**src/rtl/noc_pkg.sv**
```systemverilog
// Shared NoC definitions: link width, VC bit position and a width helper.
package noc_pkg;

   localparam int unsigned PACKET_WIDTH = 64;
   localparam int unsigned VC_BIT       = PACKET_WIDTH - 1;

   // Number of bits needed to index v entries (0 for v <= 1).
   function automatic int unsigned clog2(input int unsigned v);
      int unsigned r;
      int unsigned x;
      r = 0;
      x = (v > 0) ? v - 1 : 0;
      while (x > 0) begin
         r = r + 1;
         x = x >> 1;
      end
      return r;
   endfunction

endpackage

```
**src/rtl/sync_fifo_fwft.sv**
```systemverilog
// First-word-fall-through synchronous FIFO; dout reads as zero while empty.
module sync_fifo_fwft
   import noc_pkg::*;
#(
   parameter int unsigned WIDTH = 64,
   parameter int unsigned DEPTH = 4
) (
   input  logic                      clk,
   input  logic                      reset,
   input  logic                      push,
   input  logic [WIDTH-1:0]          din,
   input  logic                      pop,
   output logic [WIDTH-1:0]          dout,
   output logic                      empty,
   output logic                      full,
   output logic [clog2(DEPTH):0]     count
);

   localparam int unsigned AW = clog2(DEPTH);
   localparam int unsigned CW = AW + 1;

   logic [WIDTH-1:0] mem [DEPTH];
   logic [AW-1:0]    wr_ptr;
   logic [AW-1:0]    rd_ptr;
   logic             push_en;
   logic             pop_en;

   assign empty   = (count == CW'(0));
   assign full    = (count == CW'(DEPTH));
   assign pop_en  = pop & ~empty;
   // A pop in the same cycle frees the slot, so a full FIFO still takes a push.
   assign push_en = push & (~full | pop_en);
   assign dout    = empty ? '0 : mem[rd_ptr];

   // Storage array; data needs no reset since dout is masked while empty.
   always_ff @(posedge clk) begin
      if (push_en) mem[wr_ptr] <= din;
   end

   // Pointers wrap naturally because DEPTH is a power of two.
   always_ff @(posedge clk or negedge reset) begin
      if (!reset) begin
         wr_ptr <= '0;
         rd_ptr <= '0;
         count  <= '0;
      end else begin
         if (push_en) wr_ptr <= wr_ptr + AW'(1);
         if (pop_en)  rd_ptr <= rd_ptr + AW'(1);
         case ({push_en, pop_en})
            2'b10:   count <= count + CW'(1);
            2'b01:   count <= count - CW'(1);
            default: count <= count;
         endcase
      end
   end

endmodule

```
**src/rtl/mesh_edge_rx.sv**
```systemverilog
// Edge-of-mesh link sink: one packet buffer per VC, drained into an output FIFO.
module mesh_edge_rx #(
   parameter int unsigned PACKET_WIDTH = noc_pkg::PACKET_WIDTH,
   parameter int unsigned FIFO_DEPTH   = 4,
   parameter int unsigned CNT_WIDTH    = 16
) (
   input  logic                                  clk,
   input  logic                                  reset,
   input  logic                                  polarity_in,
   input  logic                                  link_si,
   output logic                                  link_ri,
   input  logic [PACKET_WIDTH-1:0]               link_di,
   output logic                                  out_valid,
   input  logic                                  out_ready,
   output logic [PACKET_WIDTH-1:0]               out_data,
   output logic [noc_pkg::clog2(FIFO_DEPTH):0]   fifo_count,
   output logic [CNT_WIDTH-1:0]                  rx_count,
   output logic                                  err_vc
);

   import noc_pkg::*;

   localparam int unsigned VC = PACKET_WIDTH - 1;

   logic [1:0]              vc_full;
   logic [PACKET_WIDTH-1:0] vc_buf [2];
   logic [CNT_WIDTH-1:0]    rx_cnt;
   logic                    err_q;
   logic                    accept;
   logic                    drain;
   logic                    pop;
   logic                    fifo_empty;
   logic                    fifo_full;

   // Fill targets the VC matching polarity; drain takes the opposite one.
   assign link_ri   = ~vc_full[polarity_in];
   assign accept    = link_si & link_ri;
   assign out_valid = ~fifo_empty;
   assign pop       = out_valid & out_ready;
   assign drain     = vc_full[~polarity_in] & (~fifo_full | pop);
   assign rx_count  = rx_count_w();
   assign err_vc    = err_q;

   function automatic logic [CNT_WIDTH-1:0] rx_count_w();
      return rx_cnt;
   endfunction

   // VC payload capture on accept.
   always_ff @(posedge clk) begin
      if (accept) vc_buf[polarity_in] <= link_di;
   end

   // VC occupancy, received-packet counter and sticky VC mismatch flag.
   always_ff @(posedge clk or negedge reset) begin
      if (!reset) begin
         vc_full <= 2'b00;
         rx_cnt  <= '0;
         err_q   <= 1'b0;
      end else begin
         if (drain) vc_full[~polarity_in] <= 1'b0;
         if (accept) begin
            vc_full[polarity_in] <= 1'b1;
            rx_cnt               <= rx_cnt + CNT_WIDTH'(1);
            if (link_di[VC] != polarity_in) err_q <= 1'b1;
         end
      end
   end

   sync_fifo_fwft #(
      .WIDTH (PACKET_WIDTH),
      .DEPTH (FIFO_DEPTH)
   ) u_fifo (
      .clk   (clk),
      .reset (reset),
      .push  (drain),
      .din   (vc_buf[~polarity_in]),
      .pop   (pop),
      .dout  (out_data),
      .empty (fifo_empty),
      .full  (fifo_full),
      .count (fifo_count)
   );

endmodule

```
**config.mk**
```make
export PLATFORM = sky130hd
export DESIGN_NAME = mesh_edge_rx
export DESIGN_NICKNAME = d
export VERILOG_FILES = /design/src/rtl/noc_pkg.sv /design/src/rtl/sync_fifo_fwft.sv /design/src/rtl/mesh_edge_rx.sv
export SDC_FILE = /design/constraint.sdc
export NUM_CORES = 1
export LEC_CHECK = 0
export ABC_AREA = 1
export BUFFER_PORTS_ARGS = -buffer_cell sky130_fd_sc_hd__buf_4
export CORE_ASPECT_RATIO = 0.5
export CORE_UTILIZATION = 53
export CTS_CLUSTER_DIAMETER = 150
export CTS_CLUSTER_SIZE = 8
export DETAILED_ROUTE_END_ITERATION = 7
export HOLD_SLACK_MARGIN = 0.02
export PLACE_DENSITY = 0.72
export SKIP_CTS_REPAIR_TIMING = 1
export SLEW_MARGIN = 20
export SYNTH_ARGS = -nofsm -noshare
export SYNTH_HDL_FRONTEND = slang
export SYNTH_SLANG_ARGS = --single-unit
```
**constraint.sdc**
```tcl
create_clock -name clk -period 4.2 [get_ports clk]
set_input_delay 0.42 -clock clk [delete_from_list [all_inputs] [get_ports clk]]
set_output_delay 0.42 -clock clk [all_outputs]
set_load 0.05 [all_outputs]
```
# Word level (Yosys, flattened, before mapping)
# Memory sizes are Yosys's and may differ from the RTL's.
# Cells that the tools add are included.
[totals]
ff_bits = 26
mem_bits_rw = 384
in_bits = 69
out_inout_bits = 86
wordCells = 56
memories = 2
[mem_list]
columns = ["memory", "depth", "word_bits", "read_ports", "rd_clocked_by_memory_dff", "write_ports", "line_no", "text"]
rows = [
  ["u_fifo.mem", 4, 64, 1, 0, 1, "sync_fifo_fwft.sv:22", "logic [WIDTH-1:0] mem [DEPTH];"],
  ["vc_buf", 2, 64, 1, 0, 1, "mesh_edge_rx.sv:26", "logic [PACKET_WIDTH-1:0] vc_buf [2];"],
]
[op_classes]
addsub = 5
order_cmp = 4
eq_ne = 4
mux = 16
n_bitwise = 14
reduce_logical = 5
[op_table]
columns = ["cell", "count"]
rows = [
  ["two-way mux 64 bit", 1],
  ["adder 16 x 1 -> 16 bit, second input constant", 1],
  ["two-way mux 1 bit", 10],
  ["one-hot mux 3 bit (2 select lines)", 1],
  ["bitwise AND 1 bit", 5],
  ["adder 2 x 1 -> 2 bit, second input constant", 2],
  ["less-than comparator 1 x 2 -> 1 bit, second input constant", 2],
  ["two-way mux 2 bit", 2],
  ["NOT 1 bit", 4],
  ["adder 3 x 1 -> 3 bit, second input constant", 1],
  ["equality test 3 bit, second input constant", 1],
  ["logical NOT 3 bit", 1],
  ["subtractor 3 x 1 -> 3 bit, second input constant", 1],
  ["bitwise AND 2 bit", 1],
  ["demux 1 bit (select 1 bit)", 2],
  ["equality test 2 x 1 -> 1 bit, second input constant", 1],
  ["equality test 2 bit, second input constant", 1],
  ["greater-or-equal comparator 1 bit, second input constant", 2],
  ["logical AND 1 bit", 2],
  ["NOT 2 bit", 1],
  ["OR 1 bit", 2],
  ["OR 2 bit", 1],
  ["AND reduction 2 bit", 1],
  ["nonzero test 2 bit", 1],
  ["inequality test 1 bit", 1],
]

# Logic depth before layout (Yosys ltp)
# Gate-level depths: netlist (run 1).
[logic_depth]
word_depth = 10
depth_mapped = 10
ltp_nobuf = 10

# Hierarchy
# A second synthesis (run 1) with hierarchy kept.
[hier_totals]
hier_cells = 1282
hier_area_um2 = 15982.8
[modules_own_cells]
columns = ["mod", "n_inst", "cells_per_inst", "area_each_um2", "seq_area_each_um2"]
rows = [
  ["sync_fifo_fwft", 1, 809, 10298.6, 7862.5],
  ["mesh_edge_rx", 1, 473, 5684.2, 4319.1],
]

# Worst setup path after synthesis (run 1)
# Ideal clock, no wire load.
[synth_timing]
path_kind = "register to register"
from = "register u_fifo.count[1]"
to = "memory u_fifo.mem[0][0] (enable)"
setup_ns = 0.486
t_arrival_ns = 3.709
t_required_ns = 3.714
slack_ns = 0.005
path_stages_with_launch = 5
n_path_buf = 0
period_less_slack_ns = 4.195
path_cell_list = "dfrtp_1 > nor2_1 > nand3_1 > nand2_2 > nor2_1"
[synth_via]
elab_chain_cells = 8
word_cells_on_any_way = 12
classes_between = "1 x eq/ne; 2 x mux; 8 x bitwise; 1 x reduce/logical"
[synth_lines]
columns = ["item", "line_no", "text"]
rows = [
  ["start, declared", "sync_fifo_fwft.sv:16", "output logic [clog2(DEPTH):0] count"],
  ["start signal, assigned", "sync_fifo_fwft.sv:50", "2'b10: count <= count + CW'(1);"],
  ["start signal, assigned", "sync_fifo_fwft.sv:51", "2'b01: count <= count - CW'(1);"],
  ["start signal, assigned", "sync_fifo_fwft.sv:52", "default: count <= count;"],
  ["logical NOT 3 bit", "sync_fifo_fwft.sv:28", "assign empty = (count == CW'(0));"],
  ["NOT 1 bit", "sync_fifo_fwft.sv:30, mesh_edge_rx.sv:38", ""],
  ["bitwise AND 1 bit", "mesh_edge_rx.sv:39", "assign pop = out_valid & out_ready;"],
  ["OR 1 bit / bitwise AND 1 bit (equally long branches)", "mesh_edge_rx.sv:40, sync_fifo_fwft.sv:30", ""],
  ["bitwise AND 1 bit / OR 1 bit (equally long branches)", "mesh_edge_rx.sv:40, sync_fifo_fwft.sv:32", ""],
  ["bitwise AND 1 bit *", "sync_fifo_fwft.sv:32", "assign push_en = push & (~full | pop_en);"],
  ["two-way mux 1 bit *", "sync_fifo_fwft.sv:37", "if (push_en) mem[wr_ptr] <= din;"],
  ["two-way mux 1 bit (implied by the code) *", "sync_fifo_fwft.sv:37", ""],
  ["end, declared", "sync_fifo_fwft.sv:22", ""],
]
# Every way passes the cells marked *; elsewhere a longest branch is shown, timed or not.

# Worst setup path after layout (run 1)
[layout_timing]
from = "register u_fifo.rd_ptr[0]"
to = "output out_data[5]"
[layout_via]
elab_chain_cells = 2
[layout_lines]
columns = ["item", "line_no", "text"]
rows = [
  ["start, declared", "sync_fifo_fwft.sv:24", "logic [AW-1:0] rd_ptr;"],
  ["start signal, assigned", "sync_fifo_fwft.sv:48", "if (pop_en) rd_ptr <= rd_ptr + AW'(1);"],
  ["memory (4 x 64 bit)", "-", ""],
  ["two-way mux 64 bit", "sync_fifo_fwft.sv:33", "assign dout = empty ? '0 : mem[rd_ptr];"],
  ["end, declared", "mesh_edge_rx.sv:15", "output logic [PACKET_WIDTH-1:0] out_data,"],
]
# Every way passes these cells.

==> results.md, run 1 <==
- Min-delay worst type: input port to register
- CP max-delay cell: dfrtp_4
- CTS Buffer Depth: 3
- Initial core utilization: 54.6%
- Area Growth Syn to Fin: 21.0%
- Post-Route WL: 34,600 um
- Via count: 10,100
- Setup violators final: 0
- HPWL after DPL: 18,900 um
- Reg clk slew, reported paths: 50 ps
- Worst R2R End: u_fifo.mem[2][54]
- Max-slew violation count: 0
- Die Ht: 125 um
- Max VDD drop: 400 uV
- Post-synth top area share: 71.9%
- Synth cell count leaders: edfxtp_1, nor2_1, nand2_1
- Post-synth ARST share: 6.34%
- FF-to-FF setup slack: 1910 ps
- Sequential share of the synthesized area: 75.9%
- Ys flop type: edfxtp_1
- Worst slew margin: 24.5%
- Most frequent cell after synthesis: edfxtp_1
- Io pins: 155
- Routability cong.: 0.827
- Clock period minus worst slack: 3480 ps
- Drt initial violations: 625
- Routed wire per std cell: 18.5 um
- Sw Ratio: 39.7%
- Number of clock sinks: 410
- GRT Residual Overflow: 0
- WP data arrival: 3060 ps
- Combinational Power Share: 37.9%
- Die width: 248 um
- Reg-to-Reg Start: u_fifo.count[1]
- Hold Crit Start: link_di[9]
- Port bufs: 154
- Yosys top cell by area: edfxtp_1
- Hold EP: vc_buf[0][9]
- Filler cells: 2,090
- Clk_lat worst skew: 570 ps
- Critical Path, Cell by Cell: buf_4 > nor2_1 > nor2_1 > o21ai_0 > a21oi_1 > buf_4
- Register-to-Register Path Depth: 5
- RSZ-0062 raised after global routing: false
- Placed Cells: 1,764
- Int Pwr: 8.86 mW
- Largest delay share family, worst path: buffers and inverters
- Crit path buffers/inverters: 2
- Final Non-Filler Cells: 1,870
- Avg Cell Area, Syn: 12.6 um2
- Clk pwr share: 27.1%
- Final Util: 66.0%
- Post-synth cell types: 31
- Critical Path RT: 3780 ps
- Setup Crit Path Kind: register to primary output
- Root Driver: clkbuf_16
- LEAKAGE: 7.25 nW
- Diodes inserted: 0
- Row count: 44
- Fin Setup TNS: 0 ps
- Number of max-cap violations: 0
- Largest net degree at the start of global routing: 83
- Crit share post-route: 82.9%
- Crit path capture type: primary output
- DRC violations left: 0
- GRT Util Overall: 22.5%
- Worst stage delay on the critical path: 790 ps
- Share of power burned in registers: 35.0%
- Layout cell share with drive strength beyond 1: 17.0%
- Psw: 5.83 mW
- Core area: 0.0294 mm2
- Initial antenna violation count: 0
- Largest fanout on the critical path: 82
- Worst Clk Skew: 17.5 ps
- Worst setup startpoint: u_fifo.rd_ptr[0]
- Outcome: finished, final reports clean
- Post-synth EDFFs: 384
- Vias in the first global route: 10,200
- Synthesized flop and latch total: 410
- Power Dens Cells: 757 mW/mm2
- Fin nets: 1,544
- Die ar.: 0.0310 mm2
- CTS tree: done
- Cts bufs inserted: 57
- Stages on the worst setup path: 6
- H-tree depth: 2
- Syn Nets: 1,345
- Drt first pass iters: 5
- Post-route cell area: 0.0194 mm2
- Gate Count Post-Synth: 1,269
- Hold Crit Depth: 1
- FMAX: 287 MHz
- Global-route wire length before repair: 53,300 um
- Cell Area, Synth: 0.0160 mm2
- Placed cell areas: 0.0175 mm2
- DRT antenna net count: 0
- Fin. Hold Viols: 0
- CP startpoint kind: register
- Final hold slack: 34.5 ps
- Via density: 5.40
- Yosys warns: 0
- Ranking of synthesized cells by area: edfxtp_1, nor2_1, nand2_1
- Slew of the pin with the lowest slew margin: 1130 ps
## placed cells by master, fill, tap and decap left out
cell type / count
edfxtp_1: 384
nor2_1: 273
nand2_1: 241
buf_4: 165
o21ai_0: 74
a21oi_1: 68
o21ai_1: 59
clkbuf_16: 58
dlygate4sd3_1: 36
dfrtp_1: 24
inv_1: 22
clkbuf_1: 9
nor2_4: 7
xor2_1: 7
nand3_1: 6
nand4_1: 6
ha_1: 6
buf_12: 5
inv_2: 4
xnor2_1: 4
nor3_1: 3
nand3b_1: 3
nand2_2: 2
inv_4: 1
nand3_2: 1
nor3_4: 1
nor2b_2: 1
xnor2_2: 1
nor3_2: 1
a211o_1: 1
fa_1: 1
inv_16: 1
clkinv_8: 1
clkinv_4: 1
dfrtp_4: 1
dfrtp_2: 1
## flip-flops by register name, summed over array words and instances, names as in the netlist
name and cells:
err_vc 1, rx_count 16, u_fifo.count 3, u_fifo.mem 256, u_fifo.rd_ptr 2, u_fifo.wr_ptr 2
vc_buf 128, vc_full 2
## through the flow
| stage | setup WS (ps) | power, mW |
|---|---|---|
| 6_report | 720 | 14.7 |
| 5_1_grt | 517 | 15.3 |
| 4_1_cts | 690 | 14.8 |
| 3_5_place_dp | 1320 | 10.8 |
| 3_3_place_gp | 1360 | 10.7 |
| 2_1_floorplan | 4.63 | 9.19 |
## layer usage
metal,wire length [um],track usage (%)
met1,14300,28.1
met5,0,0
met2,18000,39.7
met4,728,7.11
met3,1600,4.44
## power groups by stage
stage / sequential [mW] / combinational [mW] / clock [mW]
detailed placement: 5.21 / 5.56 / 0
finish: 5.14 / 5.57 / 3.98
global route: 5.17 / 5.93 / 4.20
floorplan: 5.29 / 3.90 / 0
CTS: 5.14 / 5.59 / 4.04
global placement: 5.19 / 5.48 / 0
## logic make-up (layout without fill, tap and decap cells)
logic type      after synthesis  count (layout)  share of synthesized area [%]
simple gates                545             545                           13.3
compound gates              202             202                           6.33
buf+inv                      93             303                           3.18
flops                       410             410                           75.9
fa+ha+maj                     7               7                          0.593
xor+xnor                     12              12                          0.702
## worst max path at each step
| stage | endpoint | slack [ps] |
|---|---|---|
| finish | out_data[5] | 720 |
| global route | out_data[6] | 520 |
| CTS | out_data[5] | 690 |
| detailed placement | out_data[5] | 1320 |
| global placement | out_data[5] | 1360 |
| floorplan | u_fifo.mem[0][0] | 5 |
## area by class of cell
| class | instances | area, um2 | share of cell area (%) |
|---|---|---|---|
| Clock buffer | 67 | 1490 | 7.65 |
| Clock inverter | 3 | 45.0 | 0.232 |
| Inverter | 27 | 104 | 0.535 |
| Multi-Input combinational cell | 766 | 3390 | 17.5 |
| Sequential cell | 410 | 12200 | 62.8 |
| Tap cell | 391 | 489 | 2.52 |
| Timing Repair Buffer | 206 | 1700 | 8.76 |
## worst reg2reg max path: cells and delay by family (launching register included)
| kind | cells | cell delay (ps) |
|---|---|---|
| buffers and inverters | 1 | 370 |
| DFF | 1 | 410 |
| and+or+nand+nor | 4 | 1160 |
Power figures use the tool's default switching activity.
==> run 2: changes to the inputs <==
CORE_UTILIZATION = 59   (was 53)
PLACE_DENSITY = 0.77   (was 0.72)
clock period = 3.4 ns   (was 4.2 ns; I/O delays follow)
==> results.md, run 2 (same netlist as run 1, synthesis figures left out) <==
- Setup Crit Path Kind: register to primary output
- Number of clock sinks: 410 (unchanged)
- Fin Setup TNS: 0 ps (unchanged)
- Initial antenna violation count: 0 (unchanged)
- Final worst setup slack: 439 ps (-281 ps)
- Crit share post-route: 87.1%
- Routed wire per std cell: 19.3 um (+4.3%)
- Share of power burned in registers: 34.0% (-1.0 points)
- Most frequent cells in the layout: edfxtp_1, nor2_1, nand2_1, buf_4, o21ai_0
- Met1 Usage GRT: 32.0% (+4.0 points)
- Placed Cells: 1,727 (-2.1%)
- Initial core utilization: 60.3% (+5.8 points)
- Die Ht: 119 um (-5.1%)
- DRT antenna net count: 0 (unchanged)
- Overall power: 18.4 mW (+25%)
- Largest register FFs: 256 (unchanged)
- Outcome: finished, final reports clean
- Port bufs: 154 (unchanged)
- Met2 Usage GRT: 43.5% (+3.8 points)
- Met3 Use GR: 5.14% (+0.70 points)
- CTS tree: done
- Area Growth Syn to Fin: 23.0%
- RSZ-0062 raised after global routing: false
- Core area: 0.0266 mm2 (-9.6%)
- Fin. Hold Viols: 0 (unchanged)
- Die width: 235 um (-5.2%)
- Psw: 7.33 mW (+26%)
- Slew of the pin with the lowest slew margin: 900 ps (-231 ps)
- Vias in the first global route: 10,400 (+1.1%)
- CTS Buffer Depth: 3 (unchanged)
- Diodes inserted: 0 (unchanged)
- Largest net degree at the start of global routing: 131 (+58%)
- Clk pwr share: 27.6% (+0.5 points)
- Fin nets: 1,575 (+2.0%)
- Filler cells: 1,625 (-22%)
- DRC violations left: 0 (unchanged)
- LEAKAGE: 7.40 nW (+2.2%)
- Reg clk slew, reported paths: 50 ps (about the same)
- H-tree depth: 2 (unchanged)
- Largest fanout on the critical path: 39 (-52%)
- Critical Path RT: 3060 ps (-720 ps)
- Die ar.: 0.0279 mm2 (-10%)
- CP startpoint kind: register
- FMAX: 338 MHz
- Final hold slack: 207 ps (+173 ps)
- Via density: 5.60 (+3.8%)
- WP data arrival: 2620 ps (-440 ps)
- Cts bufs inserted: 57 (unchanged)
- Io pins: 155 (unchanged)
- Multi-input gate area: 0.00339 mm2 (unchanged)
- Combinational Power Share: 38.3% (+0.4 points)
- Via count: 10,600 (+4.6%)
- Clock period minus worst slack: 2960 ps
- Layout cell share with drive strength beyond 1: 16.5% (-0.55 points)
- Crit path capture type: primary output
- Max-slew violation count: 0 (unchanged)
- Global-route wire length before repair: 54,000 um (+1.4%)
- Final Non-Filler Cells: 1,886 (+0.86%)
- Number of max-cap violations: 0 (unchanged)
- Max VDD drop: 666 uV (+66%)
- Post-route cell area: 0.0197 mm2 (+1.7%)
- Most common cell after layout, fill and taps aside: edfxtp_1
- GRT Util Overall: 25.5% (+2.9 points)
- Largest Register: u_fifo.mem
- HPWL after DPL: 19,200 um (+1.8%)
- Root Driver: clkbuf_16
- Min-delay worst type: input port to register
- Clk_lat worst skew: 570 ps (about the same)
- Routability cong.: 0.907 (+9.8%)
- Post-Place Setup Slack: 1060 ps (-254 ps)
- Final Util: 74.2% (+8.2 points)
- GRT Residual Overflow: 0 (unchanged)
- Row count: 42 (-4.5%)
- Worst Clk Skew: 14.4 ps (-3.09 ps)
- Seq. cell area: 0.0122 mm2 (unchanged)
- Sw Ratio: 39.8% (+0.082 points)
- Post-Route WL: 36,400 um (+5.2%)
- Power Dens Cells: 934 mW/mm2 (+23%)
- Int Pwr: 11.1 mW (+25%)
- Drt initial violations: 899 (+44%)
- Drt first pass iters: 6 (+1)
- Placed cell areas: 0.0175 mm2 (-0.19%)
- Worst slew margin: 40.0% (+15 points)
- GRT busiest layer: met2
- Setup violators final: 0 (unchanged)
run 2: final timing paths:
| path | start | endpoint | slack, ps | depth (start not counted) |
|---|---|---|---|---|
| hold reg to reg | err_vc | err_vc | 490 | 1 |
| setup reg to reg | u_fifo.count[1] | u_fifo.count[1] | 1100 | 8 |
| max in group asynchronous | reset | u_fifo.rd_ptr[0] | 2850 | 2 |
| setup / recovery | u_fifo.count[1] | out_data[56] | 440 | 6 |
| hold / removal | out_ready | vc_full[0] | 210 | 4 |
| min in group asynchronous | reset | rx_count[3] | 240 | 2 |
run 2: final cells by class:
cell class | instances | area share [%]
inverters | 27 | 0.526
well taps | 352 | 2.23
flip-flops and latches | 410 | 61.8
clock inverters | 2 | 0.127
clock buffers | 92 | 8.00
multi-input cells | 766 | 17.2
repair buffers | 237 | 10.2
run 2: metal layers:
metal	wire length, um	part of all wire, %
met2	18600	51
met3	2340	6.4
met1	14600	40
met5	0	0
met4	949	2.6
run 2: power groups by stage:
| stage | combinational (mW) | clock [mW] | sequential, mW |
|---|---|---|---|
| 2_1_floorplan | 4.82 | 0 | 6.53 |
| 3_3_place_gp | 6.86 | 0 | 6.32 |
| 3_5_place_dp | 6.96 | 0 | 6.35 |
| 4_1_cts | 7.00 | 5.12 | 6.26 |
| 5_1_grt | 7.48 | 5.37 | 6.30 |
| 6_report | 7.07 | 5.10 | 6.27 |
run 2: worst max-delay path: stages (launching register included):
cell	delay, ps
dfrtp_1	420
nor2_1	160
nand2_1	100
inv_2	440
buf_4	500
a21oi_1	140
buf_4	230
==> run 3: changes to the inputs <==
BUFFER_PORTS_ARGS = unset   (was -buffer_cell sky130_fd_sc_hd__buf_4)
CORE_MARGIN = 5   (was unset)
CORE_UTILIZATION = 60   (was 59)
CTS_BUF_LIST = sky130_fd_sc_hd__clkbuf_4   (was unset)
DONT_BUFFER_PORTS = 1   (was unset)
PLACE_DENSITY = 0.73   (was 0.77)
==> results.md, run 3 (same netlist as run 1, synthesis figures left out) <==
- CTS Buffer Depth: 3 (unchanged)
- Vias in the first global route: 9,999 (-3.5%)
- WP data arrival: 2890 ps (+270 ps)
- CP startpoint kind: register
- Reg clk slew, reported paths: 110 ps (+60 ps)
- Max VDD drop: 619 uV (-7.1%)
- Worst stage delay on the critical path: 680 ps (+180 ps)
- Port bufs: 0 (-100%)
- Row count: 42 (unchanged)
- Most common cell after layout, fill and taps aside: edfxtp_1
- Psw: 6.92 mW (-5.5%)
- Power Dens Cells: 871 mW/mm2 (-6.7%)
- Fin Setup TNS: 0 ps (unchanged)
- Via density: 5.64 (+0.68%)
- Placed cell areas: 0.0168 mm2 (-3.9%)
- Layout cell share with drive strength beyond 1: 13.4% (-3.1 points)
- Setup violators final: 0 (unchanged)
- Area Growth Syn to Fin: 13.4%
- H-tree depth: 2 (unchanged)
- Number of max-cap violations: 0 (unchanged)
- Drt initial violations: 960 (+6.8%)
- Largest Register: u_fifo.mem
- Post-Place Setup Slack: 884 ps (-178 ps)
- Die Ht: 126 um (+5.9%)
- Die ar.: 0.0303 mm2 (+8.6%)
- Largest net degree at the start of global routing: 131 (unchanged)
- Setup Crit Path Kind: register to primary output
- Most frequent cells in the layout: edfxtp_1, nor2_1, nand2_1, buf_4, clkbuf_4
- Post-Route WL: 35,600 um (-2.2%)
- HPWL after DPL: 20,000 um (+4.2%)
- DRC violations left: 0 (unchanged)
- CP max-delay cell: dfrtp_1
- Worst Clk Skew: 43.7 ps (+29.2 ps)
- Largest fanout on the critical path: 64 (+64%)
- GRT Residual Overflow: 0 (unchanged)
- Critical Path, Cell by Cell: inv_1 > nand2_1 > buf_4 > inv_2 > buf_6 > a21oi_1 > buf_4
- RSZ-0062 raised after global routing: false
- Drt first pass iters: 5 (-1)
- Largest register FFs: 256 (unchanged)
- CTS tree: done
- Die width: 241 um (+2.6%)
- Final Util: 68.9% (-5.3 points)
- Via count: 10,100 (-4.0%)
- Global-route wire length before repair: 53,700 um (-0.69%)
- Min-delay worst type: input port to register
- Fin nets: 1,497 (-5.0%)
- DRT antenna net count: 0 (unchanged)
- Max-slew violation count: 0 (unchanged)
- Cts bufs inserted: 57 (unchanged)
- Fin. Hold Viols: 0 (unchanged)
- Initial core utilization: 60.8% (+0.48 points)
- Slew of the pin with the lowest slew margin: 1050 ps (+155 ps)
- Crit path capture type: primary output
- Core area: 0.0264 mm2 (-0.79%)
- Clock period minus worst slack: 3230 ps (+266 ps)
- Crit share post-route: 94.9% (+7.8 points)
- Sw Ratio: 43.7% (+3.9 points)
- Largest delay share family, worst path: buffers and inverters
- Worst slew margin: 29.7% (-10 points)
- Final worst setup slack: 174 ps (-266 ps)
- Clk pwr share: 16.8% (-11 points)
- Combinational Power Share: 42.8% (+4.5 points)
- Int Pwr: 8.91 mW (-20%)
- Share of power burned in registers: 40.4% (+6.4 points)
- LEAKAGE: 6.64 nW (-10%)
- GRT Util Overall: 22.8% (-2.7 points)
- Routability cong.: 0.779 (-14%)
- Placed Cells: 1,642 (-4.9%)
- Most frequent CP cell: buf_4
- Final hold slack: 91.8 ps (-115 ps)
- Initial antenna violation count: 2 (+2)
- Root Driver: clkbuf_4
- Routed wire per std cell: 19.8 um (+2.6%)
- Clk_lat worst skew: 740 ps (+170 ps)
- FMAX: 310 MHz (-8.2%)
- Outcome: finished, final reports clean
- Number of clock sinks: 410 (unchanged)
- Crit path buffers/inverters: 5 (+2)
- Overall power: 15.8 mW (-14%)
- Final Non-Filler Cells: 1,798 (-4.7%)
- Post-route cell area: 0.0182 mm2 (-7.9%)
- Critical Path RT: 3060 ps (about the same)
- Io pins: 155 (unchanged)
-- run 3: path summary, 6_finish.rpt --
| path | cells past startpoint | to | from | slack (ps) |
|---|---|---|---|---|
| setup / recovery | 7 | out_data[44] | u_fifo.count[2] | 170 |
| hold / removal | 3 | u_fifo.wr_ptr[0] | polarity_in | 90 |
| setup reg to reg | 11 | u_fifo.count[2] | u_fifo.count[2] | 820 |
| hold reg to reg | 2 | u_fifo.mem[3][8] | vc_buf[0][8] | 560 |
| max in group asynchronous | 4 | u_fifo.rd_ptr[0] | reset | 2510 |
| min in group asynchronous | 3 | rx_count[8] | reset | 590 |
-- run 3: worst reg2reg max path, cell delays in order (launching register included) --
cell and delay (ps):
dfrtp_1 680, inv_1 150, nand2_1 120, buf_4 220
inv_2 70, nor2_1 190, ha_1 180, inv_1 70
fa_1 390, a21oi_1 140, o21ai_0 110, xor2_1 150
-- run 3: area by class of cell --
type | count | area (um2)
Antenna cell | 2 | 5.00
Clock buffer | 80 | 601
Clock inverter | 2 | 12.5
Fill cell | 1865 | 8200
Inverter | 27 | 104
Multi-Input combinational cell | 766 | 3390
Sequential cell | 410 | 12200
Tap cell | 352 | 440
Timing Repair Buffer | 159 | 1440
-- run 3: power groups by stage --
stage	combinational (mW)	clock, mW	sequential [mW]
detailed placement	6.66	0	6.51
finish	6.78	2.66	6.40
floorplan	4.82	0	6.53
global route	7.20	2.93	6.44
CTS	6.67	2.72	6.40
global placement	6.54	0	6.49
-- run 3: routing by layer --
metal / wire (um) / vias to the layer above / GRT usage (%)
li1: - / 4706 / -
met1: 14400 / 4964 / 29.6
met2: 17800 / 400 / 38.0
met3: 2620 / 63 / 6.01
met4: 779 / 0 / 7.86
met5: 0 / - / 0
